### config.mk
export PLATFORM = sky130hd
export DESIGN_NAME = trace_recorder_flat
export DESIGN_NICKNAME = d
export VERILOG_FILES = /design/src/rtl/trace_recorder_if.sv /design/src/rtl/trace_recorder.sv /design/src/flat_wrapper.sv
export SDC_FILE = /design/constraint.sdc
export NUM_CORES = 1
export LEC_CHECK = 0
export BUFFER_PORTS_ARGS = -buffer_cell sky130_fd_sc_hd__buf_2
export CAP_MARGIN = 40
export CORE_UTILIZATION = 47
export DETAILED_ROUTE_END_ITERATION = 12
export GPL_TIMING_DRIVEN = 0
export PLACE_DENSITY = 0.65
export SYNTH_ARGS = -nofsm -noshare
export SYNTH_HDL_FRONTEND = slang
export SYNTH_SLANG_ARGS = --single-unit
### constraint.sdc
create_clock -name clk -period 9.95 [get_ports clk]
set_input_delay 0.995 -clock clk [delete_from_list [all_inputs] [get_ports clk]]
set_output_delay 0.995 -clock clk [all_outputs]
set_load 0.05 [all_outputs]
### src/rtl/trace_recorder_if.sv
`default_nettype none
// ============================================================================
// trace_recorder_if
//   CPU trace inputs and serial record output stream of the trace recorder.
//   Revision: 1.0
// ============================================================================
interface trace_recorder_if;
  logic       enable;
  logic [7:0] pc;
  logic [7:0] ir;
  logic [7:0] a;
  logic [7:0] b;
  logic [7:0] x;
  logic [7:0] q;
  logic [7:0] out_data;
  logic       out_valid;
  logic       out_ready;
  logic       overflow;
  logic [7:0] dropped;

  // master: the recorder itself; slave: the CPU/consumer environment
  modport master (
    input  enable, pc, ir, a, b, x, q, out_ready,
    output out_data, out_valid, overflow, dropped
  );

  modport slave (
    output enable, pc, ir, a, b, x, q, out_ready,
    input  out_data, out_valid, overflow, dropped
  );
endinterface
`default_nettype wire

### src/rtl/trace_recorder.sv
`default_nettype none
// ============================================================================
// trace_recorder
//   Captures {pc,ir,a,b,x,q} on register change, buffers in a FIFO and
//   streams each 48-bit record out as six bytes.
//   Revision: 1.0
// ============================================================================
module trace_recorder #(
  parameter int DEPTH = 8
) (
  input  logic                  clk,
  input  logic                  reset,
  trace_recorder_if.master      bus
);

  localparam int            AW     = $clog2(DEPTH);
  localparam logic [AW:0]   c_full = DEPTH[AW:0];

  typedef enum logic [0:0] {
    IDLE = 1'b0,
    SEND = 1'b1
  } state_t;

  logic [47:0]   r_mem [DEPTH];
  logic [AW-1:0] r_wr_ptr;
  logic [AW-1:0] r_rd_ptr;
  logic [AW:0]   r_count;
  logic          r_first;
  logic [31:0]   r_last;
  state_t        r_state;
  logic [2:0]    r_idx;
  logic [47:0]   r_rec;
  logic [7:0]    r_out_data;
  logic          r_out_valid;
  logic          r_overflow;
  logic [7:0]    r_dropped;

  logic [31:0]   w_regs;
  logic          w_capture;
  logic          w_last_acc;
  logic          w_pop;
  logic          w_push;
  logic          w_drop;
  logic [47:0]   w_head;
  logic [5:0]    w_shamt;
  logic [47:0]   w_rec_shift;
  logic [7:0]    w_next_byte;

  assign w_regs      = {bus.a, bus.b, bus.x, bus.q};
  assign w_capture   = bus.enable && (r_first || (w_regs != r_last));
  assign w_last_acc  = (r_state == SEND) && bus.out_ready && (r_idx == 3'd5);
  assign w_pop       = ((r_state == IDLE) || w_last_acc) && (r_count != '0);
  // A full FIFO still accepts when its head leaves at the same edge
  assign w_push      = w_capture && ((r_count != c_full) || w_pop);
  assign w_drop      = w_capture && !w_push;
  assign w_head      = r_mem[r_rd_ptr];

  assign w_shamt     = {3'(r_idx + 3'd1), 3'b000};
  assign w_rec_shift = r_rec << w_shamt;
  assign w_next_byte = w_rec_shift[47:40];

  always_ff @(posedge clk) begin
    if (w_push) begin
      r_mem[r_wr_ptr] <= {bus.pc, bus.ir, w_regs};
    end
  end

  always_ff @(posedge clk or posedge reset) begin
    if (reset) begin
      r_wr_ptr <= '0;
      r_rd_ptr <= '0;
      r_count  <= '0;
    end else begin
      if (w_push) begin
        r_wr_ptr <= r_wr_ptr + 1'b1;
      end
      if (w_pop) begin
        r_rd_ptr <= r_rd_ptr + 1'b1;
      end
      case ({w_push, w_pop})
        2'b10:   r_count <= r_count + 1'b1;
        2'b01:   r_count <= r_count - 1'b1;
        default: r_count <= r_count;
      endcase
    end
  end

  // Dropped captures still refresh the change-detect reference
  always_ff @(posedge clk or posedge reset) begin
    if (reset) begin
      r_first    <= 1'b1;
      r_last     <= '0;
      r_overflow <= 1'b0;
      r_dropped  <= '0;
    end else begin
      if (w_capture) begin
        r_first <= 1'b0;
        r_last  <= w_regs;
      end
      if (w_drop) begin
        r_overflow <= 1'b1;
        if (r_dropped != 8'hFF) begin
          r_dropped <= r_dropped + 8'd1;
        end
      end
    end
  end

  always_ff @(posedge clk or posedge reset) begin
    if (reset) begin
      r_state     <= IDLE;
      r_idx       <= '0;
      r_rec       <= '0;
      r_out_data  <= '0;
      r_out_valid <= 1'b0;
    end else if (w_pop) begin
      r_state     <= SEND;
      r_idx       <= '0;
      r_rec       <= w_head;
      r_out_data  <= w_head[47:40];
      r_out_valid <= 1'b1;
    end else if ((r_state == SEND) && bus.out_ready) begin
      if (r_idx == 3'd5) begin
        r_state     <= IDLE;
        r_idx       <= '0;
        r_out_valid <= 1'b0;
      end else begin
        r_idx      <= r_idx + 3'd1;
        r_out_data <= w_next_byte;
      end
    end
  end

  assign bus.out_data  = r_out_data;
  assign bus.out_valid = r_out_valid;
  assign bus.overflow  = r_overflow;
  assign bus.dropped   = r_dropped;

endmodule
`default_nettype wire

### src/flat_wrapper.sv
// flat-port wrapper written by rule: the top's interface ports become plain ports
module trace_recorder_flat 
#(
  parameter int DEPTH = 8
)
  (clk, reset, bus_enable, bus_pc, bus_ir, bus_a, bus_b, bus_x, bus_q, bus_out_ready, bus_out_data, bus_out_valid, bus_overflow, bus_dropped);
  trace_recorder_if bus_i ();
  input  logic clk;
  input  logic reset;
  input wire logic [$bits(bus_i.enable)-1:0] bus_enable;
  input wire logic [$bits(bus_i.pc)-1:0] bus_pc;
  input wire logic [$bits(bus_i.ir)-1:0] bus_ir;
  input wire logic [$bits(bus_i.a)-1:0] bus_a;
  input wire logic [$bits(bus_i.b)-1:0] bus_b;
  input wire logic [$bits(bus_i.x)-1:0] bus_x;
  input wire logic [$bits(bus_i.q)-1:0] bus_q;
  input wire logic [$bits(bus_i.out_ready)-1:0] bus_out_ready;
  output wire logic [$bits(bus_i.out_data)-1:0] bus_out_data;
  output wire logic [$bits(bus_i.out_valid)-1:0] bus_out_valid;
  output wire logic [$bits(bus_i.overflow)-1:0] bus_overflow;
  output wire logic [$bits(bus_i.dropped)-1:0] bus_dropped;
  assign bus_i.enable = bus_enable;
  assign bus_i.pc = bus_pc;
  assign bus_i.ir = bus_ir;
  assign bus_i.a = bus_a;
  assign bus_i.b = bus_b;
  assign bus_i.x = bus_x;
  assign bus_i.q = bus_q;
  assign bus_i.out_ready = bus_out_ready;
  assign bus_out_data = bus_i.out_data;
  assign bus_out_valid = bus_i.out_valid;
  assign bus_overflow = bus_i.overflow;
  assign bus_dropped = bus_i.dropped;
  trace_recorder #(.DEPTH(DEPTH)) u_core (.clk(clk), .reset(reset), .bus(bus_i));
endmodule
# After elaboration in Yosys (flattened, before gate mapping)
# Memory sizes are Yosys's and may differ from the RTL's.
# Cells that the tools add are included.
dict set report word_totals {
  mem_count 1
  ram_bits 384
  output_inout_bits 18
  elab_cells 56
  input_bits 52
  reg_bits 112
}
# name words word_bits rd rd_clocked_by_memory_dff wr line_no
set mem_list {}
lappend mem_list {u_core.r_mem 8 48 1 0 1 trace_recorder.sv:24} ;# logic [47:0] r_mem [DEPTH];
dict set report classes {
  muxes 12
  reduce_logical 17
  bitwise_logic 1
  n_addsub 6
  n_eq_ne 7
  shifts 1
}
# cell count
set ops {}
lappend ops {{$shl 48x6->48} 1}
lappend ops {{$ne 32x32->1} 1}
lappend ops {{$mux 8} 3}
lappend ops {{$add 3x1->3 const B} 3}
lappend ops {{$mux 3} 3}
lappend ops {{$add 8x1->8 const B} 1}
lappend ops {{$ne 8x8->1 const B} 1}
lappend ops {{$pmux 4 s2} 1}
lappend ops {{$logic_and 1x1->1} 6}
lappend ops {{$reduce_and 2->1} 3}
lappend ops {{$reduce_bool 2->1} 3}
lappend ops {{$mux 1} 5}
lappend ops {{$add 4x1->4 const B} 1}
lappend ops {{$ne 4x4->1 const B} 1}
lappend ops {{$reduce_bool 4->1} 1}
lappend ops {{$sub 4x1->4 const B} 1}
lappend ops {{$eq 3x3->1 const B} 1}
lappend ops {{$logic_or 1x1->1} 3}
lappend ops {{$eq 2x1->1 const B} 1}
lappend ops {{$eq 2x2->1 const B} 1}
lappend ops {{$ne 2x1->1 const B} 1}
lappend ops {{$logic_not 1->1} 1}
lappend ops {{$not 1->1} 1}

# Logic depth before layout (Yosys ltp)
dict set report logic_depth {
  ltp_word 9
  ltp_mapped 14
  mapped_depth_nobuf 12
}

# Worst setup path before layout
# Ideal clock, no wire load.
dict set report synth_path {
  path_kind {in2reg}
  startpoint {in bus_q[3]}
  endpoint {mem u_core.r_mem[4][0], enable pin}
  cell_stages 7
  required_time_ps 9360
  path_slack_ps 2525
  setup_ps 590
  t_arrival_ps 6834
  n_path_buf 1
  cell_sequence {xor2_1 nor4_1 nand4_1 o31a_1 buf_6 nand2_2 nor4b_1}
}
dict set report synth_via {
  elab_chain_len 6
}
# item line_no
set synth_lines {}
lappend synth_lines {{from (decl)} flat_wrapper.sv:16} ;# input wire logic [$bits(bus_i.q)-1:0] bus_q;
lappend synth_lines {{$ne 32x32->1} trace_recorder.sv:50} ;# assign w_capture = bus.enable && (r_first || (w_regs != r_last));
lappend synth_lines {{$logic_or 1x1->1} trace_recorder.sv:50}
lappend synth_lines {{$logic_and 1x1->1} trace_recorder.sv:50}
lappend synth_lines {{$logic_and 1x1->1} trace_recorder.sv:54} ;# assign w_push = w_capture && ((r_count != c_full) || w_pop);
lappend synth_lines {{$mux 1} trace_recorder.sv:63} ;# if (w_push) begin
lappend synth_lines {{$mux 1 (not written as such)} trace_recorder.sv:64} ;# r_mem[r_wr_ptr] <= {bus.pc, bus.ir, w_regs};
lappend synth_lines {{to (decl)} trace_recorder.sv:24}
# No other way between the ends.

# Worst setup path in the final report
dict set report layout_path {
  startpoint {in bus_q[7]}
  endpoint {reg u_core.r_count[3]}
}
dict set report layout_via {
  elab_chain_len 6
  elab_cells_between_ends 8
  cone_classes {eq/ne: 3; mux: 1; reduce/logical: 4}
}
# item line_no
set layout_lines {}
lappend layout_lines {{$ne 32x32->1 (*)} trace_recorder.sv:50}
lappend layout_lines {{$logic_or 1x1->1 (*)} trace_recorder.sv:50}
lappend layout_lines {{$logic_and 1x1->1 (*)} trace_recorder.sv:50}
lappend layout_lines {{$logic_and 1x1->1 (*)} trace_recorder.sv:54}
lappend layout_lines {{$eq 2x1->1 or $eq 2x2->1 (tied branches)} trace_recorder.sv:80} ;# case ({w_push, w_pop})
lappend layout_lines {{$pmux 4 s2 or $reduce_bool 2->1 (tied branches)} -}
lappend layout_lines {{to (signal assigned)} trace_recorder.sv:81} ;# 2'b10: r_count <= r_count + 1'b1;
lappend layout_lines {{to (signal assigned)} trace_recorder.sv:82} ;# 2'b01: r_count <= r_count - 1'b1;
lappend layout_lines {{to (signal assigned)} trace_recorder.sv:83} ;# default: r_count <= r_count;
lappend layout_lines {{to (decl)} trace_recorder.sv:27} ;# logic [AW:0] r_count;
# Every way passes the cells marked *; elsewhere a longest branch is shown, timed or not.
# A chain may end at the register's enable or synchronous reset.

==> results.json <==
{
  "routed_via_density": 5.622,
  "synthTopCellsByArea": "edfxtp_1 (59%), dfrtp_1 (14%), mux4_2 (12%)",
  "outcome": "finished, violations left",
  "yosys.cell_types.count": 45,
  "syn-num-nets": 1083,
  "overflow": 0,
  "htree_num_levels": 2,
  "design_area_um2": 23140,
  "boundaryPins": 70,
  "gp_congestion": 0.8434,
  "slew_headroom_pct": 42.40,
  "numPortBuffers": 69,
  "irDropWorstVdd_uv": 120.6,
  "fmax_mhz": 248.2,
  "yosys.area_share.xor_xnor_pct": 2.045,
  "nets": 1272,
  "finalPower_w": 0.006572,
  "grt_usage_pct": 21.50,
  "synthTopCellsByCount": "edfxtp_1 (384), dfrtp_1 (111), mux4_2 (104)",
  "async_flop_share_pct": 22.58,
  "cts_setup_buffers": 0,
  "ys_warn_count": 0,
  "max_cap_viol_count": 0,
  "setup_viol_count_final": 0,
  "yosysMostFrequentCell": "edfxtp_1",
  "path_max_fanout": 10,
  "numClockSinks": 496,
  "synth.area.mux_share_pct": 17.41,
  "pwr-share-comb_pct": 29.0,
  "grt_pass1_wl_mm": 65.67,
  "placement_rows": 74,
  "cp.required_ns": 10.41,
  "fin_crit_sh_pct": 40.50,
  "rsz0062_at_grt": "no",
  "synth-simple-area-share_pct": 3.265,
  "seq_power_share_pct": 42.3,
  "synth-edff-count": 384,
  "grt_max_degree": 65,
  "min_path_type": "input pin to asynchronous set/reset pin",
  "final_cells": 1786,
  "ys_seq_area_share_pct": 72.77,
  "clkLatencyLatePin_ns": 0.59,
  "cts_tree": "built",
  "dieWidth_um": 206.7,
  "ctsHoldBuffers": 0,
  "switching_power_w": 0.001991,
  "ant_nets": 0,
  "path_clk_slew_ns": 0.06,
  "synth_flop_cell": "edfxtp_1",
  "synth_top_family_by_area": "multiplexers",
  "whs_ns": 0.4444,
  "swShare_pct": 30.29,
  "drt-initial-drc-count": 1043,
  "drv_slew": 0,
  "synth_largest_area_cell": "edfxtp_1",
  "clockBufferDepth": 3,
  "netlist_area_um2": 19700,
  "hold_viol": 0,
  "areaGrowthSynthToFinish_pct": 17.45,
  "dpl.hpwl_mm": 30.34,
  "post-place-cells": 1691,
  "critical_path_class": "input pin to flip-flop",
  "core_area_um2": 41110,
  "cp_data_arrival_time_ns": 4.49,
  "clock_tree.root_cell": "clkbuf_16",
  "drcViolationCount": 5,
  "dpl_cell_area_um2": 21460,
  "final_util_pct": 56.28,
  "power.share.clock_pct": 28.7,
  "period_needed_ns": 4.030,
  "firstDrtPassIters": 9,
  "start_util_pct": 47.92,
  "worstSetupStartpointType": "input pin",
  "syn_inst": 1023,
  "ys_ff_latch": 496,
  "grt_pass1_vias": 10257,
  "power.internal_w": 0.004581,
  "synthAdderAreaFrac_pct": 0.5462,
  "post_drt_wl_per_cell_um": 24.50,
  "worstMarginPinSlew_ns": 0.8641,
  "end_kind": "flip-flop",
  "violations": "DRC",
  "power.density_nw_per_um2": 284.0,
  "cts_inserted_buffers": 50,
  "fp.dieH_um": 206.7,
  "vias": 10040,
  "diodes": 0,
  "postCtsResizedCells": 0,
  "drive_gt1_share_pct": 30.30,
  "yosysTopAreaCellShare_pct": 58.53,
  "wl_mm": 43.76,
  "dieArea_um2": 42740,
  "antenna_found_initial": 2,
  "synth_area_per_cell_um2": 19.26,
  "p_leak_nw": 8.278,
  "finalClockSkew_ns": 0.01803,
  "synth_compound_area_share_pct": 2.477
}
[power by group through the flow]
stage / clock (W) / combinational [W] / sequential (W)
global route: 0.00199 / 0.00205 / 0.00281
detailed placement: 0 / 0.00192 / 0.00282
finish: 0.00188 / 0.00191 / 0.00278
floorplan: 0 / 0.00117 / 0.00288
global placement: 0 / 0.00176 / 0.00287
CTS: 0.00192 / 0.00193 / 0.00278
[kinds of logic after synthesis]
family,count (synthesis)
adder cells (fa/ha/maj),8
flip-flops,496
XOR/XNOR,46
AO/OA/AOI/OAI,78
AND/OR/NAND/NOR,138
buffers and inverters,59
multiplexers,198
[layout by cell type, fill, tap and decap left out, drive strengths merged, types with 2 or more instances in the layout]
cell type,n
clkbuf,107
nor4,7
bufinv,2
mux2i,58
or3,2
nand3,5
nand4,6
o21a,8
buf,163
mux2,36
mux4,104
nor3,9
nor2,28
and3,3
a221o,9
a21o,2
xor2,35
a21oi,13
edfxtp,384
nand2,67
ha,7
inv,7
nor4b,6
o21ai,41
dfrtp,111
xnor2,11
clkinv,9
[per-stage QoR]
stage	worst slack, ns	TNS (ns)
after CTS	5.909	0
final	5.920	0
after floorplan	2.525	0
after global placement	-3.916	-846.96
after detailed placement	5.310	0
after global routing	5.672	0
[path summary, 6_finish.rpt]
check / slack (ns) / end / depth (start not counted) / from
worst max-delay path: 5.92 / u_core.r_count[3] / 13 / bus_q[7]
worst min-delay path: 0.44 / u_core.bus.dropped[6] / 2 / reset
worst max register to register: 6.09 / u_core.r_count[3] / 12 / u_core.r_last[7]
worst min register to register: 0.48 / u_core.r_rec[7] / 2 / u_core.r_rec[7]
max in group asynchronous: 8.80 / u_core.r_rec[36] / 3 / reset
min in group clk: 0.48 / u_core.r_rec[7] / 2 / u_core.r_rec[7]
[per-layer routing]
metal / wire (um) / global-route usage (%) / part of all wire [%]
met2: 20710 / 33.15 / 47
met5: 26 / 0 / 0.059
met4: 1087 / 7.273 / 2.5
met1: 19580 / 31.25 / 45
met3: 2353 / 3.736 / 5.4
[flip-flops by register name, indices dropped and copies added, names as in the netlist]
register,count
u_core.r_rd_ptr,3
u_core.r_first,1
u_core.r_count,4
u_core.r_state,1
u_core.r_last,32
u_core.bus.out_data,8
u_core.r_idx,3
u_core.r_rec,48
u_core.bus.dropped,8
u_core.r_wr_ptr,3
u_core.r_mem,384
u_core.bus.overflow,1
[worst max-delay path: stages]
cell	delay, ns
buf_2	0.16
xor2_1	0.18
nor4_1	0.54
nand4_1	0.33
o31ai_1	0.78
nand2_1	0.20
inv_1	0.12
ha_1	0.23
a21o_1	0.17
a21oi_1	0.22
and2_1	0.19
mux2i_1	0.08
a221o_1	0.29
[layout make-up]
| class | instances | area (um^2) |
|---|---|---|
| buffer | 53 | 271.5 |
| clock buffer | 81 | 1553 |
| clock inverter | 13 | 113.9 |
| fill | 3181 | 17970 |
| inverter | 6 | 27.53 |
| multi-input combinational | 468 | 5131 |
| sequential | 496 | 14340 |
| tap | 532 | 665.6 |
| timing repair buffer | 137 | 1040 |
Power figures use the tool's default switching activity.
